### src/rtl/fir_pkg.sv
// Shared FIR constants and types, used by the tap sequencer, the MAC datapath
// and the coefficient ROM.
package fir_pkg;

  localparam int FIR_TAPS   = 32;
  localparam int FIR_AW     = 5;
  localparam int FIR_CW     = 5;
  localparam int FIR_RD_LAT = 2;

  typedef enum logic [1:0] {
    IDLE  = 2'd0,
    ISSUE = 2'd1,
    DRAIN = 2'd2,
    DONE  = 2'd3
  } firState_e;

  // Tag that travels alongside a tap read while the memories respond
  typedef struct packed {
    logic valid;
    logic first;
  } tapTag_t;

endpackage

### src/rtl/fir_lat_pipe.sv
// Read-latency alignment pipe: delays the per-tap {valid, first} tag by
// RD_LAT cycles so the MAC strobes line up with data at the MAC input.
// Reset also flushes any in-flight taps.
module fir_lat_pipe
  import fir_pkg::*;
#(
  parameter int RD_LAT = FIR_RD_LAT
) (
  input  logic clk,
  input  logic reset,
  input  logic inValid,
  input  logic inFirst,
  output logic macEn,
  output logic macClr
);

  tapTag_t              stage0;
  tapTag_t [RD_LAT:1]   latPipe;

  assign stage0 = '{valid: inValid, first: inFirst};

  // Shift the tag one stage per cycle; reset clears every stage
  always_ff @(posedge clk) begin
    if (reset) begin
      latPipe <= '0;
    end else begin
      latPipe[1] <= stage0;
      for (int i = 2; i <= RD_LAT; i++) latPipe[i] <= latPipe[i-1];
    end
  end

  assign macEn  = latPipe[RD_LAT].valid;
  assign macClr = latPipe[RD_LAT].valid & latPipe[RD_LAT].first;

endmodule

### src/rtl/fir_tap_sequencer.sv
// FIR tap address/timing sequencer. Owns the circular delay-line head pointer,
// accepts samples while idle, and on fir_start walks every tap emitting
// coefficient and sample read addresses plus latency-aligned MAC strobes.
// Optional build macro FIR_SYMMETRIC_EN: linear-phase folding, half the issue
// cycles and a second sample read address samp_raddr2 (TAPS must be even).
module fir_tap_sequencer
  import fir_pkg::*;
#(
  parameter int TAPS   = FIR_TAPS,
  parameter int AW     = FIR_AW,
  parameter int CW     = FIR_CW,
  parameter int RD_LAT = FIR_RD_LAT
) (
  input  logic          clk,
  input  logic          reset,
  input  logic          fir_start,
  input  logic          samp_valid,
  output logic          samp_ready,
  output logic          samp_we,
  output logic [AW-1:0] samp_waddr,
  output logic [AW-1:0] samp_raddr,
  output logic [CW-1:0] coef_addr,
  output logic          mac_clr,
  output logic          mac_en,
  output logic          fir_end,
  output logic          busy
`ifdef FIR_SYMMETRIC_EN
  ,
  output logic [AW-1:0] samp_raddr2
`endif
);

`ifdef FIR_SYMMETRIC_EN
  // Folded filter: each issue cycle reads the pair of samples sharing a coefficient
  localparam int ISSUE_LEN = TAPS / 2;
`else
  localparam int ISSUE_LEN = TAPS;
`endif
  localparam logic [CW-1:0] LAST_K = CW'(ISSUE_LEN - 1);
  localparam int DW = (RD_LAT > 1) ? $clog2(RD_LAT) : 1;
  localparam logic [DW-1:0] LAST_D = DW'(RD_LAT - 1);

  firState_e     state, stateNxt;
  logic [AW-1:0] head, headNxt;
  logic [CW-1:0] k, kNxt;
  logic [DW-1:0] dcnt, dcntNxt;
  logic          inIssue;
  logic          sampWe;

  assign inIssue = (state == ISSUE);

  // Sample port handshake: writes only accepted while idle
  assign samp_ready = (state == IDLE);
  assign sampWe     = samp_valid & samp_ready;
  assign samp_we    = sampWe;
  assign samp_waddr = head + AW'(1);

  // State and counter registers
  always_ff @(posedge clk) begin
    if (reset) begin
      state <= IDLE;
      head  <= '0;
      k     <= '0;
      dcnt  <= '0;
    end else begin
      state <= stateNxt;
      head  <= headNxt;
      k     <= kNxt;
      dcnt  <= dcntNxt;
    end
  end

  // Next-state, tap counter and drain counter; a write and a start in the
  // same idle cycle both land, so the pass sees the new sample as tap 0
  always_comb begin
    stateNxt = state;
    kNxt     = k;
    dcntNxt  = dcnt;
    headNxt  = sampWe ? head + AW'(1) : head;
    case (state)
      IDLE: begin
        if (fir_start) begin
          stateNxt = ISSUE;
          kNxt     = '0;
        end
      end
      ISSUE: begin
        if (k == LAST_K) begin
          stateNxt = DRAIN;
          kNxt     = '0;
          dcntNxt  = '0;
        end else begin
          kNxt = k + CW'(1);
        end
      end
      DRAIN: begin
        if (dcnt == LAST_D) stateNxt = DONE;
        else                dcntNxt  = dcnt + DW'(1);
      end
      DONE:    stateNxt = IDLE;
      default: stateNxt = IDLE;
    endcase
  end

  // Read addresses decoded from registered state; parked at 0 outside ISSUE
  assign coef_addr  = inIssue ? k : '0;
  assign samp_raddr = inIssue ? head - AW'(k) : '0;
`ifdef FIR_SYMMETRIC_EN
  assign samp_raddr2 = inIssue ? head - AW'(TAPS - 1) + AW'(k) : '0;
`endif

  assign fir_end = (state == DONE);
  assign busy    = (state != IDLE);

  fir_lat_pipe #(.RD_LAT(RD_LAT)) uLatPipe (
    .clk     (clk),
    .reset   (reset),
    .inValid (inIssue),
    .inFirst (inIssue && (k == '0)),
    .macEn   (mac_en),
    .macClr  (mac_clr)
  );

endmodule

### config.mk
export PLATFORM = sky130hd
export DESIGN_NAME = fir_tap_sequencer
export DESIGN_NICKNAME = d
export VERILOG_FILES = /design/src/rtl/fir_pkg.sv /design/src/rtl/fir_lat_pipe.sv /design/src/rtl/fir_tap_sequencer.sv
export SDC_FILE = /design/constraint.sdc
export NUM_CORES = 1
export LEC_CHECK = 0
export CAP_MARGIN = 20
export CORE_ASPECT_RATIO = 1.1
export CORE_MARGIN = 2
export CORE_UTILIZATION = 35
export DETAILED_ROUTE_END_ITERATION = 8
export PLACE_DENSITY = 0.72
export SETUP_SLACK_MARGIN = 0.5
export SLEW_MARGIN = 40
export SYNTH_ARGS = -nofsm -noshare
export SYNTH_HDL_FRONTEND = slang
export SYNTH_SLANG_ARGS = --single-unit
### constraint.sdc
create_clock -name clk -period 2.5 [get_ports clk]
set_input_delay 0.625 -clock clk [delete_from_list [all_inputs] [get_ports clk]]
set_output_delay 0.625 -clock clk [all_outputs]
set_load 0.005 [all_outputs]
==> impl_metrics.ini, run 1 <==
[run_status]
outcome = completed

[critical_path]
slowest_delay_ns = 0.35
r2r-start = k[0]
reg2reg_to = k[3]
r2r_cells = 8
end_kind = output pin
path_max_fanout = 2
cp_data_required_time_ns = 1.88
r2r_slack_ns = 0.54
path_class = register to output pin
arrival_ns = 1.86
worstPathCellList = inv_2, ha_4, fa_2, nand2b_4, a2111oi_4, o21bai_1, buf_2
cp_slowest_cell = dfxtp_2
startpoint_type = register
critPathLaunch = head[0]

[logic_synthesis]
synthCells = 126
synthTopCellsByArea = dfxtp_1, ha_1, nor2_1, inv_1, a21oi_1
synth-seq-cells = 17
synthSimpleGateAreaFrac_pct = 24.4
synth_xor_area_share_pct = 5.79
yosys.area.top_type_share_pct = 32.1
synth_area_um2 = 1060
synthDistinctLibCells = 34
synth_adder_area_share_pct = 16.1
synthFlopType = dfxtp_1
synth_top_area_cell = dfxtp_1
ys.warnings.count = 0
synth_compound_area_share_pct = 12.6
synth_edf_count = 0
synth_seq_area_share_pct = 32.1
synth_fp_nets = 143
synth-async-reset-ratio_pct = 0
synth_top_family_by_area = simple AND/OR/NAND/NOR gates
syn_area_per_cell_um2 = 8.41
synth.mux.area_fraction_pct = 1.89

[placement]
dp_hpwl_mm = 1.96
place_ws_ns = -0.156
portBuffers = 24
place.gp.congestion = 0.855
place_area_um2 = 1430

[drt]
drtAntennaViolNets = 0
drcViolationCount = 0
wl_mm = 2.90
drtIter0Drc = 25
dr_wl_met3_um = 166
dr.pass1.iters = 4
wl_met2_mm = 1.48
num_vias = 1098
viasPerCell = 5.13
routed.top_layer = met4
wl_per_cell_um = 13.6
wl_met1_mm = 1.19

[die]
dieArea_um2 = 3480
design.core.area_um2 = 2830
die_w_um = 56.5
die_h_um = 61.7
start_util_pct = 37.5
io_pins = 25
rows = 20

[final_layout]
register_area_um2 = 350
num_antenna_cells = 0
drive_gt1_share_pct = 42.5
final_cell_area_um2 = 1680
fin_util_pct = 59.6
final_nets = 199
area_growth_pct = 58.9
fillers = 256
multi_input_area_um2 = 781

[sta]
setup_viol = 0
min_period_over_period_pct = 99.4
timing.final.max_slew_violations = 0
skew_ns = 0.00943
hold_viol_final = 0
layout_setup_ws_ns = 0.0154
setup-tns-final_ns = 0
tightestPinTransition_ns = 0.427
relSlewSlack_pct = 70.7
min_period_ns = 2.48
fmax_ghz = 0.402
rsz0062_at_grt = yes

[clock_network]
cts_tree = built
clock_sinks = 17
cts-root-buf = clkbuf_4
cts_buffers = 3
clk_pin_slew_ns = 0.09
cts_buffer_depth = 2
ctsHoldBuffers = 0
clk_latency_ns = 0.30
htree_levels = 1

[global_route]
grt-ovfl-total = 0
antenna_found_initial = 0
grt_usage_pct = 17.5
grt_max_degree = 12
grt_pass1_wl_mm = 4.58
grt_pass1_vias = 1004

[power]
leakagePower_nw = 0.741
power_mw = 1.43
p_per_area_nw_per_um2 = 852
peakVddDrop_uv = 525

[worst_hold_path]
hold_path.class = register to register
whs_endpoint = uLatPipe.macEn
holdPathStages = 1
holdCritStartpoint = uLatPipe.latPipe[1]

[job]
drv_cap = 0
[flip-flops by register name, summed over array words and instances, names as in the netlist]
| register | count |
|---|---|
| dcnt | 1 |
| head | 5 |
| k | 5 |
| state | 2 |
| uLatPipe.latPipe | 3 |
| uLatPipe.macEn | 1 |
[power by group]
| part | internal (mW) | switching [mW] |
|---|---|---|
| Clock | 0.0622 | 0.0918 |
| Combinational | 0.495 | 0.424 |
| Sequential | 0.327 | 0.0357 |
[cells in the mapped netlist, types with 3 or more instances]
master    count
xor2_1        3
o21ai_0       3
a21oi_1       8
nor2b_1       4
nand2b_1      3
inv_1        12
nand2_1       7
nand3_1       8
nor2_1       15
ha_1         12
xnor2_1       4
dfxtp_1      17
[worst max-delay path, delay by kind of cell, from the launching register on]
| family | cells | cell delay, ns |
|---|---|---|
| compound gates | 2 | 0.40 |
| fa+ha+maj | 2 | 0.50 |
| buf+inv | 2 | 0.17 |
| flops | 1 | 0.35 |
| simple gates | 1 | 0.16 |
[layout by cell type (no fill, tap or decap), types with 4 or more instances in the layout]
| master | instances |
|---|---|
| ha_1 | 7 |
| nor2b_1 | 4 |
| buf_4 | 22 |
| clkbuf_2 | 7 |
| nand3_1 | 6 |
| buf_6 | 8 |
| inv_2 | 4 |
| buf_2 | 8 |
| ha_4 | 5 |
| dfxtp_1 | 11 |
| nor2_1 | 13 |
| nand2_1 | 6 |
| inv_1 | 8 |
| a21oi_1 | 8 |
| dfxtp_2 | 5 |
| clkdlybuf4s50_1 | 4 |
[final cells by class]
class / instances / share of cell area, %
sequential: 17 / 20.8
inverter: 13 / 3.05
multi-input combinational: 92 / 46.4
clock buffer: 4 / 1.56
timing repair buffer: 55 / 25.8
tap: 33 / 2.45
[worst max path at each step]
stage / end / slack, ns
finish: samp_raddr[4] / 0.02
detailed placement: samp_raddr[4] / -0.16
global route: samp_raddr[4] / -0.08
floorplan: samp_raddr[4] / 0.36
CTS: samp_raddr[4] / -0.03
global placement: samp_raddr[4] / -0.12
[stage by stage]
step | hold slack (ns) | std cells
final | 0.445 | 214
after floorplan | 0.414 | 126
after global routing | 0.466 | 214
after CTS | 0.451 | 209
after detailed placement | 0.428 | 192
after global placement | 0.417 | 192
[kinds of logic after synthesis]
group                      after synthesis
AOI/OAI and AO/OA                       21
muxes                                    2
buffers and inverters                   17
adders and majority gates               13
DFF                                     17
xor gates and xnor gates                 7
and+or+nand+nor                         49
[layer usage]
| layer | track usage [%] | up-vias |
|---|---|---|
| met3 | 4.97 | 6 |
| met5 | 0 | - |
| met2 | 32.4 | 41 |
| li1 | - | 537 |
| met4 | 8.84 | 0 |
| met1 | 18.5 | 514 |
[timing repair]
action / 4_1_cts / 5_1_grt
resized for setup: 71 / 28
endpoints found under the setup margin: 17 / 17
setup buffers: 13 / 5
pin swaps: 11 / 7
No activity file was read; power rests on OpenSTA's default activity.
==> run 2: changes to the inputs <==
- clock period: 2.5 -> 2.9 ns (I/O delays scaled with it)
==> impl_metrics.ini, run 2 (synthesis gave the netlist of run 1 again) <==
[die]
io_pins = 25
dieArea_um2 = 3480
rows = 20
design.core.area_um2 = 2830
die_w_um = 56.5
start_util_pct = 37.5
die_h_um = 61.7

[critical_path]
r2r_cells = 8
end_kind = output pin
slowest_delay_ns = 0.34
r2r-start = k[0]
crit_buf_inv = 2
cp_slowest_cell = dfxtp_2
critical_path_depth = 7
path_max_fanout = 2
path_class = register to output pin
worstPathCellList = inv_2, ha_4, fa_2, nand2b_4, a2111oi_4, o21bai_1, buf_2
crit_family = adder cells
critPathLaunch = head[0]
startpoint_type = register
arrival_ns = 1.86
cp_data_required_time_ns = 2.17

[final_layout]
final_nets = 184
drive_gt1_share_pct = 26.5
final_cell_mix = nor2_1, buf_4, dfxtp_1, clkdlybuf4s50_1, inv_1
fin_util_pct = 55.6
area_growth_pct = 48.3
stdcell_count = 199
num_antenna_cells = 0
final_cell_area_um2 = 1570
largest_registers = head x5, k x5, uLatPipe.latPipe x3

[power]
leakagePower_nw = 0.749
peakVddDrop_uv = 510
power_mw = 1.11
p_per_area_nw_per_um2 = 705

[drt]
num_vias = 1018
drcViolationCount = 0
wl_per_cell_um = 12.7
drtAntennaViolNets = 0
wl_mm = 2.53
drtIter0Drc = 25
dr.pass1.iters = 4
viasPerCell = 5.12

[run_status]
outcome = completed

[placement]
dp_hpwl_mm = 1.80
place_inst = 185
place_area_um2 = 1360
place.gp.congestion = 0.830
portBuffers = 24

[job]
drv_cap = 0

[global_route]
grt_usage_pct = 15.2
grt_max_degree = 19
grt-ovfl-total = 0
grt_pass1_wl_mm = 4.13
grt_pass1_vias = 972
antenna_found_initial = 0

[sta]
relSlewSlack_pct = 55.6
min_period_over_period_pct = 89.1
setup_viol = 0
skew_ns = 0.00256
fmax_ghz = 0.387
hold_viol_final = 0
tightestPinTransition_ns = 0.663
min_period_ns = 2.58
rsz0062_at_grt = yes
timing.final.max_slew_violations = 0

[worst_hold_path]
holdPathStages = 1
holdCritStartpoint = uLatPipe.latPipe[1]
hold_path.class = register to register

[clock_network]
cts_buffers = 3
clock_sinks = 17
cts_tree = built
cts-root-buf = clkbuf_4
htree_levels = 1
cts_buffer_depth = 2
clk_pin_slew_ns = 0.09
clk_latency_ns = 0.29
## run 2: cell types whose count changed in the layout (fill, tap and decap cells not counted), moves of 2 or more
cell	previous run	this run
buf_2	8	2
buf_4	22	15
buf_6	8	1
clkbuf_2	7	0
clkdlybuf4s50_1	4	11
dlymetal6s2s_1	1	7
nand3_4	2	0
nor2_1	13	15
## run 2: area by class of cell
type                            instances  area [um2]
Sequential cell                        17         350
Fill cell                             261        1260
Clock buffer                            4        26.3
Inverter                               13        51.3
Multi-Input combinational cell         92         732
Tap cell                               33        41.3
Timing Repair Buffer                   40         370
## run 2: metal layers
metal | vias to the layer above | part of all wire [%] | routed length [um] | track usage [%]
li1 | 506 | - | - | -
met1 | 472 | 41 | 1030 | 17.5
met2 | 32 | 51 | 1290 | 27.6
met3 | 8 | 5.3 | 134 | 3.73
met4 | 0 | 2.5 | 63 | 6.12
met5 | - | 0 | 0 | 0
## run 2: final timing paths
check / slack, ns / endpoint
worst min register to register: 0.44 / uLatPipe.macEn
worst min-delay path: 0.44 / uLatPipe.macEn
worst max register to register: 0.98 / k[3]
worst max-delay path: 0.32 / samp_raddr[4]
## run 2: power breakdown
part	internal, mW	leakage (nW)	total, mW	switching [mW]
clock network	0.0535	0.0150	0.126	0.0727
registers	0.279	0.141	0.310	0.0308
logic	0.359	0.593	0.671	0.312
## run 2: stage by stage
step	TNS, ns	hold WS, ns	worst slack [ns]
final	0	0.443	0.316
after global routing	0	0.475	0.236
after CTS	0	0.448	0.254
after detailed placement	-0.00516	0.425	-0.00516
after global placement	0	0.418	0.0633
after floorplan	0	0.414	0.539
## run 2: repair_timing
| item | 4_1_cts | 5_1_grt |
|---|---|---|
| setup buffers | 7 | 3 |
| hold buffers | 0 | 0 |
| gates resized for setup | 38 | 11 |
| pin swaps | 1 | 4 |
| endpoints found under the setup margin | 8 | 14 |
| cloned | 0 | 0 |
==> run 3: changes to the inputs <==
- CAP_MARGIN: 20 -> 15
==> results of run 3 <==
The final DEF is identical to that of run 2; final timing and power are the same.
